File: src/rtl/code_lock_pkg.sv
// Shared types and width helpers for the sequential combination lock.
package code_lock_pkg;

    typedef enum logic [1:0] {
        ST_ENTER   = 2'd0,
        ST_OPEN    = 2'd1,
        ST_LOCKOUT = 2'd2
    } state_e;

    function automatic int idx_width(input int digits);
        return (digits > 1) ? $clog2(digits) : 1;
    endfunction

    function automatic int fail_width(input int max_fail);
        return $clog2(max_fail + 1);
    endfunction

    function automatic int timer_width(input int cycles);
        return $clog2(cycles + 1);
    endfunction

endpackage

File: src/rtl/code_lock_if.sv
// Digit entry, key update and status bundle between the lock and its user.
interface code_lock_if
    import code_lock_pkg::*;
#(
    parameter int WIDTH    = 4,
    parameter int DIGITS   = 4,
    parameter int MAX_FAIL = 3
) ();

    // Handshake: a digit transfers on a rising edge where digit_valid && digit_ready;
    // digit_ready depends only on registered state, and digit_valid is ignored while it is low.
    logic                          digit_valid;
    logic [WIDTH-1:0]              digit_in;
    logic                          digit_ready;
    logic                          relock;
    logic                          key_load;
    logic [WIDTH*DIGITS-1:0]       key_in;
    logic                          unlocked;
    logic                          error;
    logic                          locked_out;
    logic [fail_width(MAX_FAIL)-1:0] fail_count;
    state_e                        state_dbg;
    logic                          timer_busy_dbg;

    modport master (
        output digit_valid, digit_in, relock, key_load, key_in,
        input  digit_ready, unlocked, error, locked_out, fail_count,
        input  state_dbg, timer_busy_dbg
    );

    modport slave (
        input  digit_valid, digit_in, relock, key_load, key_in,
        output digit_ready, unlocked, error, locked_out, fail_count,
        output state_dbg, timer_busy_dbg
    );

endinterface

File: src/rtl/lockout_timer.sv
// Loadable down-counter; expire flags the last cycle of a loaded interval.
module lockout_timer #(
    parameter int TW = 5
) (
    input  logic          clk,
    input  logic          rst,
    input  logic          load,
    input  logic [TW-1:0] load_val,
    output logic          busy,
    output logic          expire
);

    logic [TW-1:0] count_q;
    logic [TW-1:0] count_d;

    always_comb begin
        count_d = count_q;
        if (load) begin
            count_d = load_val;
        end else if (count_q != '0) begin
            count_d = count_q - 1'b1;
        end
    end

    always_ff @(posedge clk or posedge rst) begin
        if (rst) begin
            count_q <= '0;
        end else begin
            count_q <= count_d;
        end
    end

    assign busy   = (count_q != '0);
    assign expire = (count_q == TW'(1));

endmodule

File: src/rtl/code_lock_fsm.sv
// Combination lock: digit-serial code compare against a loadable key, with lockout after repeated failures.
module code_lock_fsm
    import code_lock_pkg::*;
#(
    parameter int                      WIDTH          = 4,
    parameter int                      DIGITS         = 4,
    parameter int                      MAX_FAIL       = 3,
    parameter int                      LOCKOUT_CYCLES = 16,
    parameter logic [WIDTH*DIGITS-1:0] RESET_KEY      = 16'h1234
) (
    input  logic        clk,
    input  logic        rst,
    code_lock_if.slave  bus
);

    localparam int IW = idx_width(DIGITS);
    localparam int FW = fail_width(MAX_FAIL);
    localparam int TW = timer_width(LOCKOUT_CYCLES);
    localparam int KW = WIDTH * DIGITS;

    if (LOCKOUT_CYCLES < 1) begin : g_bad_lockout
        $error("LOCKOUT_CYCLES must be at least 1");
    end

    state_e          state_q, state_d;
    logic [IW-1:0]   idx_q, idx_d;
    logic            mismatch_q, mismatch_d;
    logic [KW-1:0]   key_q, key_d;
    logic [FW-1:0]   fail_q, fail_d;
    logic            error_q, error_d;
    logic            timer_load;
    logic            timer_busy;
    logic            timer_expire;

    logic [WIDTH-1:0] key_digits [DIGITS];
    logic             accept;
    logic             digit_ne;
    logic             last_digit;
    logic [FW-1:0]    fail_inc;

    for (genvar g = 0; g < DIGITS; g++) begin : g_key_split
        assign key_digits[g] = key_q[g*WIDTH +: WIDTH];
    end

    assign accept     = (state_q == ST_ENTER) && bus.digit_valid;
    assign digit_ne   = (bus.digit_in != key_digits[idx_q]);
    assign last_digit = (idx_q == IW'(DIGITS - 1));
    // fail_q is always below MAX_FAIL in ENTER, so the increment cannot wrap.
    assign fail_inc   = fail_q + 1'b1;

    always_comb begin
        state_d    = state_q;
        idx_d      = idx_q;
        mismatch_d = mismatch_q;
        key_d      = key_q;
        fail_d     = fail_q;
        error_d    = 1'b0;
        timer_load = 1'b0;

        unique case (state_q)
            ST_ENTER: begin
                if (accept) begin
                    if (last_digit) begin
                        idx_d      = '0;
                        mismatch_d = 1'b0;
                        if (!(mismatch_q || digit_ne)) begin
                            state_d = ST_OPEN;
                            fail_d  = '0;
                        end else begin
                            error_d = 1'b1;
                            fail_d  = fail_inc;
                            if (fail_inc == FW'(MAX_FAIL)) begin
                                state_d    = ST_LOCKOUT;
                                timer_load = 1'b1;
                            end
                        end
                    end else begin
                        idx_d      = idx_q + 1'b1;
                        mismatch_d = mismatch_q || digit_ne;
                    end
                end
            end
            ST_OPEN: begin
                if (bus.key_load) begin
                    key_d = bus.key_in;
                end
                if (bus.relock) begin
                    state_d = ST_ENTER;
                end
            end
            ST_LOCKOUT: begin
                if (timer_expire) begin
                    state_d = ST_ENTER;
                    fail_d  = '0;
                end
            end
            default: begin
                state_d = ST_ENTER;
            end
        endcase
    end

    always_ff @(posedge clk or posedge rst) begin
        if (rst) begin
            state_q    <= ST_ENTER;
            idx_q      <= '0;
            mismatch_q <= 1'b0;
            key_q      <= RESET_KEY;
            fail_q     <= '0;
            error_q    <= 1'b0;
        end else begin
            state_q    <= state_d;
            idx_q      <= idx_d;
            mismatch_q <= mismatch_d;
            key_q      <= key_d;
            fail_q     <= fail_d;
            error_q    <= error_d;
        end
    end

    lockout_timer #(
        .TW(TW)
    ) u_timer (
        .clk      (clk),
        .rst      (rst),
        .load     (timer_load),
        .load_val (TW'(LOCKOUT_CYCLES)),
        .busy     (timer_busy),
        .expire   (timer_expire)
    );

    assign bus.digit_ready    = (state_q == ST_ENTER);
    assign bus.unlocked       = (state_q == ST_OPEN);
    assign bus.locked_out     = (state_q == ST_LOCKOUT);
    assign bus.error          = error_q;
    assign bus.fail_count     = fail_q;
    assign bus.state_dbg      = state_q;
    assign bus.timer_busy_dbg = timer_busy;

    a_fail_sat: assert property (@(posedge clk) disable iff (rst) fail_q <= FW'(MAX_FAIL));
    a_lockout_timed: assert property (@(posedge clk) disable iff (rst)
        (state_q == ST_LOCKOUT) |-> timer_busy);

endmodule

File: src/flat_wrapper.sv
// flat-port wrapper written by rule: the top's interface ports become plain ports
module code_lock_fsm_flat import code_lock_pkg::*;
#(
    parameter int                      WIDTH          = 4,
    parameter int                      DIGITS         = 4,
    parameter int                      MAX_FAIL       = 3,
    parameter int                      LOCKOUT_CYCLES = 16,
    parameter logic [WIDTH*DIGITS-1:0] RESET_KEY      = 16'h1234
)
  (clk, rst, bus_digit_valid, bus_digit_in, bus_relock, bus_key_load, bus_key_in, bus_digit_ready, bus_unlocked, bus_error, bus_locked_out, bus_fail_count, bus_state_dbg, bus_timer_busy_dbg);
  code_lock_if #(.WIDTH(WIDTH), .DIGITS(DIGITS), .MAX_FAIL(MAX_FAIL)) bus_i ();
  input  logic clk;
  input  logic rst;
  input wire logic [$bits(bus_i.digit_valid)-1:0] bus_digit_valid;
  input wire logic [$bits(bus_i.digit_in)-1:0] bus_digit_in;
  input wire logic [$bits(bus_i.relock)-1:0] bus_relock;
  input wire logic [$bits(bus_i.key_load)-1:0] bus_key_load;
  input wire logic [$bits(bus_i.key_in)-1:0] bus_key_in;
  output wire logic [$bits(bus_i.digit_ready)-1:0] bus_digit_ready;
  output wire logic [$bits(bus_i.unlocked)-1:0] bus_unlocked;
  output wire logic [$bits(bus_i.error)-1:0] bus_error;
  output wire logic [$bits(bus_i.locked_out)-1:0] bus_locked_out;
  output wire logic [$bits(bus_i.fail_count)-1:0] bus_fail_count;
  output wire logic [$bits(bus_i.state_dbg)-1:0] bus_state_dbg;
  output wire logic [$bits(bus_i.timer_busy_dbg)-1:0] bus_timer_busy_dbg;
  assign bus_i.digit_valid = bus_digit_valid;
  assign bus_i.digit_in = bus_digit_in;
  assign bus_i.relock = bus_relock;
  assign bus_i.key_load = bus_key_load;
  assign bus_i.key_in = bus_key_in;
  assign bus_digit_ready = bus_i.digit_ready;
  assign bus_unlocked = bus_i.unlocked;
  assign bus_error = bus_i.error;
  assign bus_locked_out = bus_i.locked_out;
  assign bus_fail_count = bus_i.fail_count;
  assign bus_state_dbg = bus_i.state_dbg;
  assign bus_timer_busy_dbg = bus_i.timer_busy_dbg;
  code_lock_fsm #(.WIDTH(WIDTH), .DIGITS(DIGITS), .MAX_FAIL(MAX_FAIL), .LOCKOUT_CYCLES(LOCKOUT_CYCLES), .RESET_KEY(RESET_KEY)) u_core (.clk(clk), .rst(rst), .bus(bus_i));
endmodule
File: config.mk
export PLATFORM = sky130hd
export DESIGN_NAME = code_lock_fsm_flat
export DESIGN_NICKNAME = d
export VERILOG_FILES = /design/src/rtl/code_lock_pkg.sv /design/src/rtl/code_lock_if.sv /design/src/rtl/lockout_timer.sv /design/src/rtl/code_lock_fsm.sv /design/src/flat_wrapper.sv
export SDC_FILE = /design/constraint.sdc
export NUM_CORES = 1
export LEC_CHECK = 0
export BUFFER_PORTS_ARGS = -buffer_cell sky130_fd_sc_hd__buf_2
export CORE_AREA = 2 2 60 62
export CTS_CLUSTER_SIZE = 16
export DETAILED_ROUTE_END_ITERATION = 12
export DIE_AREA = 0 0 62 64
export PLACE_DENSITY_LB_ADDON = 0.25
export REMOVE_ABC_BUFFERS = 1
export SYNTH_ARGS = -nofsm -noshare
export SYNTH_HDL_FRONTEND = slang
export SYNTH_HIERARCHICAL = 1
export SYNTH_SLANG_ARGS = --single-unit
File: constraint.sdc
create_clock -name clk -period 2.36 [get_ports clk]
set_clock_uncertainty 0.2 [all_clocks]
set_input_delay 0.472 -clock clk [delete_from_list [all_inputs] [get_ports clk]]
set_output_delay 0.472 -clock clk [all_outputs]
set_load 0.1 [all_outputs]
==> Word level (Yosys, flattened, before mapping) <==
Index checks and enable logic that the tools add are counted.
{ "word_totals": {"ff_bits": 29, "in_bits": 25, "out_inout_bits": 9, "word_cells": 60} }
{ "classes": {"n_addsub": 3, "n_lt_le_gt_ge": 1, "n_eq_ne": 11, "n_mux": 27, "bitwise_logic": 1, "reduce_logical": 10} }
{ "ops": {"columns": ["operator", "n"], "rows": [
  ["2-bit two-way mux", 10],
  ["1-bit two-way mux", 10],
  ["5-bit two-way mux", 2],
  ["4-bit binary-select mux with 2-bit select", 1],
  ["4-bit two-way mux", 2],
  ["2-bit == test (second input constant)", 3],
  ["2-bit by 1-bit != test with 1-bit output (second input constant)", 3],
  ["2-bit case mux with 3 select lines", 1],
  ["5-bit by 1-bit == test with 1-bit output (second input constant)", 1],
  ["5-bit AND reduction", 1],
  ["5-bit nonzero test", 1],
  ["5-bit by 1-bit subtractor with 5-bit output (second input constant)", 1],
  ["2-bit by 1-bit adder with 2-bit output (second input constant)", 2],
  ["4-bit != test", 1],
  ["2-bit case mux with 2 select lines", 1],
  ["2-bit AND reduction", 2],
  ["4-bit AND reduction", 1],
  ["2-bit nonzero test", 2],
  ["3-bit >= comparator (second input constant)", 1],
  ["3-bit != test (second input constant)", 1],
  ["2-bit NOT with 3-bit output", 1],
  ["2-bit by 1-bit == test with 1-bit output (second input constant)", 1],
  ["2-bit zero test", 1],
  ["2-bit != test (second input constant)", 1],
  ["2 further kinds", 2]
]} }

==> Depth between registers and ports, before layout <==
Gate-level depths: netlist of run 1.
{ "logic_depth": {"word_depth": 11, "depth_mapped": 8, "ltp_nobuf": 7} }

==> Cells and area by module <==
The synthesis of run 1 kept the hierarchy.
{ "by_module_without_submodules": {"columns": ["module", "instances", "cells_per_inst", "area_each_um2", "seq_area_each_um2"], "rows": [
  ["code_lock_fsm", 1, 89, 1197.4, 606.8],
  ["lockout_timer", 1, 31, 311.5, 125.1]
]} }

==> Worst setup path after synthesis of run 1 <==
Ideal clock, no wire load.
{ "synth_path": {"path_type": "reg2reg", "from": "register u_core.state_q[0], in the netlist u_core/bus.state_dbg[0]", "to": "register u_core.key_q[10]", "setup_ps": 127, "t_arrival_ps": 3577, "t_required_ps": 2033, "path_slack_ps": -1544, "stages_incl_launch_ff": 5, "n_path_buf": 1, "synth_period_minus_slack_ps": 3904, "cell_sequence": "dfrtp_1 > nor2b_1 > nand2_1 > clkbuf_1 > mux2_1"} }
{ "synth_via": {"elab_chain_len": 2} }
{ "synth_rtl": {"columns": ["element", "line", "text"], "rows": [
  ["start: declaration", "code_lock_fsm.sv:25", "state_e state_q, state_d;"],
  ["start signal: assignment", "code_lock_fsm.sv:112", "state_q <= state_d;"],
  ["2-bit by 1-bit == test with 1-bit output", null, null],
  ["via bus_unlocked", "flat_wrapper.sv:20", "output wire logic [$bits(bus_i.unlocked)-1:0] bus_unlocked;"],
  ["2-bit AND reduction (no line)", null, null],
  ["end signal: assignment", "code_lock_fsm.sv:115", "key_q <= key_d;"],
  ["end: declaration", "code_lock_fsm.sv:28", "logic [KW-1:0] key_q, key_d;"]
]} }
The timed path passes the listed nets, and every way through them passes these cells.
A chain may end at the register's enable or synchronous reset.

==> Worst setup path in the final report of run 1 <==
{ "layout_path": {"from": "register u_core.idx_q[1]", "to": "register u_core.u_timer.count_q[3]"} }
{ "layout_via": {"elab_chain_len": 11, "word_cells_on_any_way": 13, "classes_between": "2 x eq/ne; 8 x mux; 1 x bitwise; 2 x reduce/logical"} }
{ "layout_rtl": {"columns": ["element", "line", "text"], "rows": [
  ["start: declaration", "code_lock_fsm.sv:26", "logic [IW-1:0] idx_q, idx_d;"],
  ["start signal: assignment", "code_lock_fsm.sv:113", "idx_q <= idx_d;"],
  ["2-bit NOT with 3-bit output (implied by the code)", "code_lock_fsm.sv:46", "assign digit_ne = (bus.digit_in != key_digits[idx_q]);"],
  ["4-bit binary-select mux with 2-bit select", "code_lock_fsm.sv:46", null],
  ["4-bit two-way mux (implied by the code) (2 in series)", "code_lock_fsm.sv:46", null],
  ["4-bit != test", "code_lock_fsm.sv:46", null],
  ["1-bit logical OR", "code_lock_fsm.sv:66", "if (!(mismatch_q || digit_ne)) begin"],
  ["1-bit two-way mux", "code_lock_fsm.sv:66", null],
  ["1-bit two-way mux (*)", "code_lock_fsm.sv:63", "if (last_digit) begin"],
  ["1-bit two-way mux (*)", "code_lock_fsm.sv:62", "if (accept) begin"],
  ["1-bit two-way mux (*)", "code_lock_fsm.sv:60", "unique case (state_q)"],
  ["via u_core.timer_load", "code_lock_fsm.sv:31", "logic timer_load;"],
  ["5-bit two-way mux / 2-bit nonzero test (equally long branches)", null, null],
  ["end signal: assignment", "lockout_timer.sv:29", "count_q <= count_d;"],
  ["end: declaration", "lockout_timer.sv:13", "logic [TW-1:0] count_q;"]
]} }
Mark *: on every way through the listed nets, which the timed path passes. The rest lies on a longest branch. The select of a mux whose other input is x is not followed.

==> run_results.csv, run 1 <==
group,metric,value,unit
sta,fin_crit,2344,ps
worst_setup_path,start_kind,"flip-flop",
global_routing,first_global_vias,1088,
logic_synthesis,ys_ff_latch,29,
logic_synthesis,synth_top_family_by_area,"multiplexers",
sta,max_freq,0.4267,GHz
worst_hold_path,hold_class,"in2reg",
logic_synthesis,synth_top_area_share,0.3980,
floorplanning,io-pin-count,34,
final_layout,nets,200,
final_layout,drive_above_1_share,0.4419,
global_routing,grt_pass1_wl,4685,um
status,status,"finished clean",
detailed_routing,vias,1089,
clock_tree,clkLatencyLatePin,320,ps
placement,routabilityCongestion,0.9243,
final_layout,utilization,0.5878,
pwr,p_switching,0.9448,mW
logic_synthesis,syn_area,1509,um2
worst_setup_path,rrSetupSlack,20,ps
global_routing,antenna_found_initial,0,
worst_setup_path,worstReg2RegEnd,"u_core/u_timer/count_q[3]",
floorplanning,core_area,3284,um2
worst_setup_path,cp.arrival,2370,ps
global_routing,grt_start_max_net_pins,20,
sta,hold_viol_final,0,
pwr,ir_worst_vdd,516.7,uV
detailed_routing,first_pass_iters,4,
clock_tree,cts_buffers,5,
worst_setup_path,path_class,"reg2reg",
sta,setup_viol,0,
sta,postLayoutSetupSlackWorst,16.39,ps
logic_synthesis,syn_area_per_cell,12.57,um2
logic_synthesis,synthAdderAreaFrac,0.03317,
logic_synthesis,synth_cells,120,
sta,fin_crit_sh,0.9931,
worst_setup_path,worst_r2r_startpoint,"u_core/idx_q[1]",
detailed_routing,drt_iter0_markers,49,
logic_synthesis,synth_compound_area_frac,0.07380,
worst_setup_path,max_stage_delay,510,ps
logic_synthesis,synth_area_leaders,"dfrtp_1 40%, mux2_1 10%, dfstp_2 8.7%",
pwr,clockPowerShare,0.137,
detailed_routing,finalWirelength,2915,um
worst_setup_path,path_max_fanout,6,
sta,slew_violations,0,
floorplanning,dieArea,3968,um2
final_layout,seq_area,733.2,um2
run,maxCapViolations,0,
worst_setup_path,crit_path_top_delay_cell,"mux4_2",
placement,dp_hpwl,2200,um
pwr,power_frac_seq,0.353,
final_layout,multiInputGateArea,779.5,um2
logic_synthesis,synth_top_cell_by_area,"dfrtp_1",
floorplanning,start_util,0.4594,
sta,grt_setup_unrepaired,"yes",
placement,port_buffers,33,
floorplanning,die_x,62,um
clock_tree,tritoncts,"built",
detailed_routing,avgViaCountPerCell,4.995,
clock_tree,ctsRootBufferMaster,"clkbuf_4",
pwr,powerDensity,1089,nW/um2
final_layout,area_growth_syn_to_layout,27.94,%
global_routing,grt_overflow,0,
clock_tree,h-tree-depth,2,
logic_synthesis,synth_seq_area_share,0.4851,
worst_setup_path,endpoint,"u_core/u_timer/count_q[3]",
clock_tree,cts.sinks,29,
pwr,p_int,1.158,mW
detailed_routing,drc,0,
pwr,p_leak,0.9767,nW
detailed_routing,wl_per_cell,13.37,um
pwr,combPwrFrac,0.510,
global_routing,grt.total_usage,0.1603,
final_layout,antenna_cells,0,
pwr,p_sw_frac,0.4494,
sta,worstMarginPinSlew,721.9,ps
floorplanning,std_cell_rows,21,
worst_setup_path,cp_cell_sequence,"buf_6 -> mux4_2 -> xor2_2 -> a2111oi_4 -> nor3_4 -> buf_6 -> o31ai_4",
worst_setup_path,end_kind,"flip-flop",
logic_synthesis,synthSimpleGateAreaFrac,0.1095,
logic_synthesis,synth_cell_types,31,
worst_setup_path,r2r_cells,7,
sta,hold_ws,151.6,ps
logic_synthesis,synth.area.mux_share,0.2247,
worst_setup_path,startpoint,"u_core/idx_q[1]",
floorplanning,fp.dieH,64,um
clock_tree,clockBufferDepth,2,
placement,post-place-cells,205,
logic_synthesis,synth-xor-area-share,0.02902,
sta,maxSlewHeadroom,0.5175,
worst_setup_path,cpMostUsedCell,"buf_6",
worst_setup_path,crit_required,2390,ps
placement,place_ws,-46.09,ps
detailed_routing,antenna_left,0,
final_layout,fin_cells,218,
pwr,power,2.103,mW
logic_synthesis,ys_warn_count,6,
clock_tree,clkSlewWorstSetupHoldPaths,100,ps
final_layout,nFillCells,287,
[worst max-delay path, delay by kind of cell (launching register included)]
| family | cells | cell delay, ps |
|---|---|---|
| AO/OA/AOI/OAI | 2 | 560 |
| multiplexers | 1 | 510 |
| flip-flops | 1 | 410 |
| buffers and inverters | 2 | 250 |
| XOR/XNOR | 1 | 200 |
| AND/OR/NAND/NOR | 1 | 100 |
[state kept, by name, indices dropped and copies added (netlist names)]
name	flops
u_core/bus.state_dbg	2
u_core/bus.error	1
u_core/bus.fail_count	2
u_core/key_q	16
u_core/mismatch_q	1
u_core/idx_q	2
u_core/u_timer/count_q	5
[worst min path at each step]
| stage | from | end | slack (ps) | cells after the start |
|---|---|---|---|---|
| 2_1_floorplan | rst | u_core/u_timer/count_q[0] | 50 | 1 |
| 3_3_place_gp | rst | u_core/u_timer/count_q[1] | 190 | 2 |
| 3_5_place_dp | rst | u_core/u_timer/count_q[2] | 190 | 2 |
| 4_1_cts | bus_key_in[14] | u_core/key_q[14] | 140 | 2 |
| 5_1_grt | bus_key_in[10] | u_core/key_q[10] | 140 | 2 |
| 6_report | bus_key_in[14] | u_core/key_q[14] | 150 | 2 |
[cells in the mapped netlist]
cell type  instances
conb_1             2
xnor2_1            2
inv_1              8
a41o_1             1
xor2_1             3
a2111oi_4          1
nand3b_1           1
nand3_1            1
buf_6              2
o21ai_0            4
and3b_1            1
mux2i_1            5
a21o_1             2
nor3b_1            2
nor3_1             4
o31ai_1            4
nor4b_4            1
mux2_2             5
ha_1               4
dfrtp_1           24
nor2_1             3
nand2b_1           3
nor2b_1            2
mux4_2             1
nand2_1            9
nor4b_1            1
mux4_1             2
clkbuf_1           2
o32ai_1            1
mux2_1            14
dfstp_2            5
[stage by stage]
stage	area (um2)	setup TNS [ps]
6_report	1931	0
4_1_cts	1851	-37.36
2_1_floorplan	1490	-41050
3_5_place_dp	1765	-46.09
5_1_grt	1931	-427.3
3_3_place_gp	1765	0
[placed cells by master, fill, tap and decap left out, drive strengths merged]
cell type    count
o32ai            1
nor4b            2
nor2b            2
dfstp            5
o21ai            4
buf             44
dfrtp           24
nand2            9
mux4             3
clkinvlp         1
nand2b           3
nor3             4
dlygate4sd3      1
conb             5
a2111oi          1
nand3b           1
ha               4
mux2            19
a41o             1
mux2i            5
nor2             3
nor3b            2
xor2             3
nand3            1
inv              8
clkbuf           5
and3b            1
clkinv           2
a21o             2
o31ai            4
xnor2            2
[power groups by stage]
stage          registers (mW)  logic [mW]  clock network [mW]
2_1_floorplan           0.921       0.539                   0
3_3_place_gp            0.740       0.915                   0
3_5_place_dp            0.749       0.936                   0
4_1_cts                 0.741       0.980               0.300
5_1_grt                 0.762        1.15               0.321
6_report                0.741        1.07               0.289
[final cells by class]
type | instances | share of cell area
inverters | 8 | 0.01555
flip-flops and latches | 29 | 0.3798
repair buffers | 45 | 0.1426
multi-input cells | 82 | 0.4038
clock buffers | 5 | 0.01944
well taps | 46 | 0.02981
clock inverters | 3 | 0.009073
[repair_timing]
action                                 in CTS  in global routing
setup endpoints to repair                   4                  6
buffers inserted                            3                  3
endpoints found under the hold margin      10                  0
resized for setup                           3                 19
pin swaps                                   1                  5
hold buffers                                1                  0
[layer usage]
layer / track usage / up-vias / wire length (um)
met5: 0 / - / 0
met4: 0.07713 / 0 / 55
met3: 0.03644 / 9 / 100
met2: 0.2448 / 20 / 1510
met1: 0.2100 / 541 / 1249
li1: - / 519 / -
[cell families (layout without fill, tap and decap cells)]
kind of cell    count (synthesis)  count (layout)
xor+xnor                        5               5
other cells                     2               5
simple gates                   28              28
compound gates                 13              13
fa+ha+maj                       4               4
buf+inv                        12              61
flops                          29              29
mux                            27              27
Power figures use the tool's default switching activity.
==> run 2: changes to the inputs <==
--- a/config.mk
+++ b/config.mk
@@ -6,10 +6,11 @@
 export NUM_CORES = 1
 export LEC_CHECK = 0
 export BUFFER_PORTS_ARGS = -buffer_cell sky130_fd_sc_hd__buf_2
-export CORE_AREA = 2 2 60 62
+export CAP_MARGIN = 10
+export CORE_AREA = 2 2 58 60
 export CTS_CLUSTER_SIZE = 16
 export DETAILED_ROUTE_END_ITERATION = 12
-export DIE_AREA = 0 0 62 64
+export DIE_AREA = 0 0 60 62
 export PLACE_DENSITY_LB_ADDON = 0.25
 export REMOVE_ABC_BUFFERS = 1
 export SYNTH_ARGS = -nofsm -noshare
==> constraint.sdc (replaced) <==
create_clock -name clk -period 2.4 [get_ports clk]
set_clock_uncertainty 0.2 [all_clocks]
set_input_delay 0.48 -clock clk [delete_from_list [all_inputs] [get_ports clk]]
set_output_delay 0.48 -clock clk [all_outputs]
set_load 0.1 [all_outputs]
==> run 2 against run 1 <==
Critical path depth fell by 1. Via count fell by 3.3%. Count of clock-buffer cells in the layout rose by 3. Die area fell by 6.3%. Worst setup slack improved by 120 ps. Core utilization fell by 0.77 points. Cell count fell by 2.3%. Sequential power fell by 2%. Global-route usage rose by 1.8 points. Sequential cell count did not move.
==> run_results.csv, run 2 (synthesis gave the netlist of run 1 again) <==
group,metric,value,unit
sta,grt_setup_unrepaired,"no",
sta,hold_viol_final,0,
global_routing,first_global_vias,1021,
pwr,p_switching,0.8644,mW
sta,slew_violations,0,
pwr,p_int,1.092,mW
floorplanning,die_x,60,um
worst_setup_path,cp.arrival,2270,ps
pwr,p_leak,0.9403,nW
global_routing,grt_start_max_net_pins,25,
run,maxCapViolations,0,
worst_setup_path,cp_cell_sequence,"mux4_2 -> xor2_2 -> a2111oi_4 -> nor3_1 -> buf_4 -> mux2_2",
detailed_routing,first_pass_iters,4,
worst_setup_path,start_kind,"flip-flop",
sta,fin_setup_tns,0,ps
worst_setup_path,path_delay_family,"multiplexers",
worst_setup_path,path_class,"reg2reg",
final_layout,antenna_cells,0,
clock_tree,ctsRootBufferMaster,"clkbuf_4",
global_routing,grt_pass1_wl,4574,um
pwr,power_frac_seq,0.371,
floorplanning,dieArea,3720,um2
clock_tree,h-tree-depth,2,
detailed_routing,antenna_left,0,
clock_tree,clockBufferDepth,2,
floorplanning,start_util,0.4746,
sta,max_freq,0.4423,GHz
pwr,p_sw_frac,0.4419,
floorplanning,io-pin-count,34,
final_layout,final_area,1844,um2
global_routing,grt_overflow,0,
status,status,"finished clean",
final_layout,seq_area,732.0,um2
placement,dp_hpwl,2128,um
sta,fin_crit,2261,ps
pwr,ir_worst_vdd,724.0,uV
global_routing,grt.total_usage,0.1787,
final_layout,nFillCells,292,
detailed_routing,avgViaCountPerCell,4.944,
worst_setup_path,end_kind,"flip-flop",
global_routing,antenna_found_initial,0,
sta,maxSlewHeadroom,0.5157,
placement,routabilityCongestion,0.7944,
detailed_routing,wl_per_cell,13.30,um
final_layout,nets,195,
final_layout,final_cell_mix,"32 x buf_2, 24 x dfrtp_1, 14 x mux2_1",
sta,fin_crit_sh,0.9420,
worst_setup_path,max_stage_delay,560,ps
placement,placed_area,1750,um2
sta,setup_viol,0,
sta,worstMarginPinSlew,724.7,ps
clock_tree,cts.sinks,29,
pwr,powerDensity,1061,nW/um2
final_layout,drive_above_1_share,0.3772,
clock_tree,cts_buffers,5,
clock_tree,tritoncts,"built",
final_layout,area_growth_syn_to_layout,22.22,%
final_layout,largest_reg_flops,16,
placement,port_buffers,33,
floorplanning,core_area,3179,um2
detailed_routing,vias,1053,
pwr,clockPowerShare,0.156,
floorplanning,std_cell_rows,21,
worst_setup_path,crit_path_top_delay_cell,"mux4_2",
worst_setup_path,path_max_fanout,8,
worst_setup_path,path_buf_inv,1,
worst_hold_path,hold_class,"in2reg",
final_layout,multiInputGateArea,743.2,um2
clock_tree,clkSlewWorstSetupHoldPaths,90,ps
final_layout,final_common_cell,"buf_2",
detailed_routing,drc,0,
final_layout,top_register,"u_core/key_q",
detailed_routing,finalWirelength,2832,um
clock_tree,clkLatencyLatePin,320,ps
worst_setup_path,crit_required,2410,ps
detailed_routing,drt_iter0_markers,16,
final_layout,top_regs,"u_core/key_q (16), u_core/u_timer/count_q (5)",
floorplanning,fp.dieH,62,um
pwr,combPwrFrac,0.473,
[run 2: timing repair]
item,CTS,global route
buffers inserted,1,0
endpoints found under the setup margin,1,3
hold buffers,1,0
hold endpoints to repair,5,0
gates resized for setup,0,6
[run 2: through the flow]
stage	hold slack, ps	util	instances	power (mW)	setup WS (ps)
2_1_floorplan	58.52	-	119	1.435	-1613
3_3_place_gp	185.9	0.5506	203	1.603	138.2
3_5_place_dp	203.8	0.5506	203	1.640	48.76
4_1_cts	149.3	0.5746	213	1.965	29.48
5_1_grt	139.4	0.5801	213	2.104	9.628
6_report	161.5	0.5801	213	1.956	139.2
[run 2: final cells by class]
| cell class | count | area share |
|---|---|---|
| Multi-Input combinational cell | 82 | 0.4030 |
| Sequential cell | 29 | 0.3969 |
| Timing Repair Buffer | 40 | 0.1208 |
| Clock buffer | 8 | 0.03189 |
| Tap cell | 46 | 0.03121 |
| Inverter | 8 | 0.01628 |
[run 2: path summary, 6_finish.rpt]
path	from	to	cells past startpoint	slack, ps
setup / recovery	u_core/idx_q[1]	u_core/u_timer/count_q[2]	6	140
hold / removal	bus_key_in[7]	u_core/key_q[7]	2	160
setup reg to reg	u_core/idx_q[1]	u_core/u_timer/count_q[2]	6	140
hold reg to reg	u_core/key_q[10]	u_core/key_q[10]	1	290
max in group asynchronous	rst	u_core/key_q[5]	4	1160
min in group asynchronous	rst	u_core/u_timer/count_q[0]	3	420
[run 2: per-layer routing]
metal  share of wire  track usage  up-vias
met1            0.41       0.2042      512
li1                -            -      510
met3           0.049      0.07453        7
met2            0.52       0.2904       24
met5               0            0        -
met4           0.023      0.08889        0
[run 2: power by group through the flow]
| stage | Sequential (mW) | Combinational, mW | Clock [mW] |
|---|---|---|---|
| finish | 0.726 | 0.925 | 0.305 |
| global route | 0.754 | 1.00 | 0.349 |
| CTS | 0.727 | 0.918 | 0.320 |
| detailed placement | 0.734 | 0.906 | 0 |
| global placement | 0.725 | 0.878 | 0 |
| floorplan | 0.905 | 0.530 | 0 |
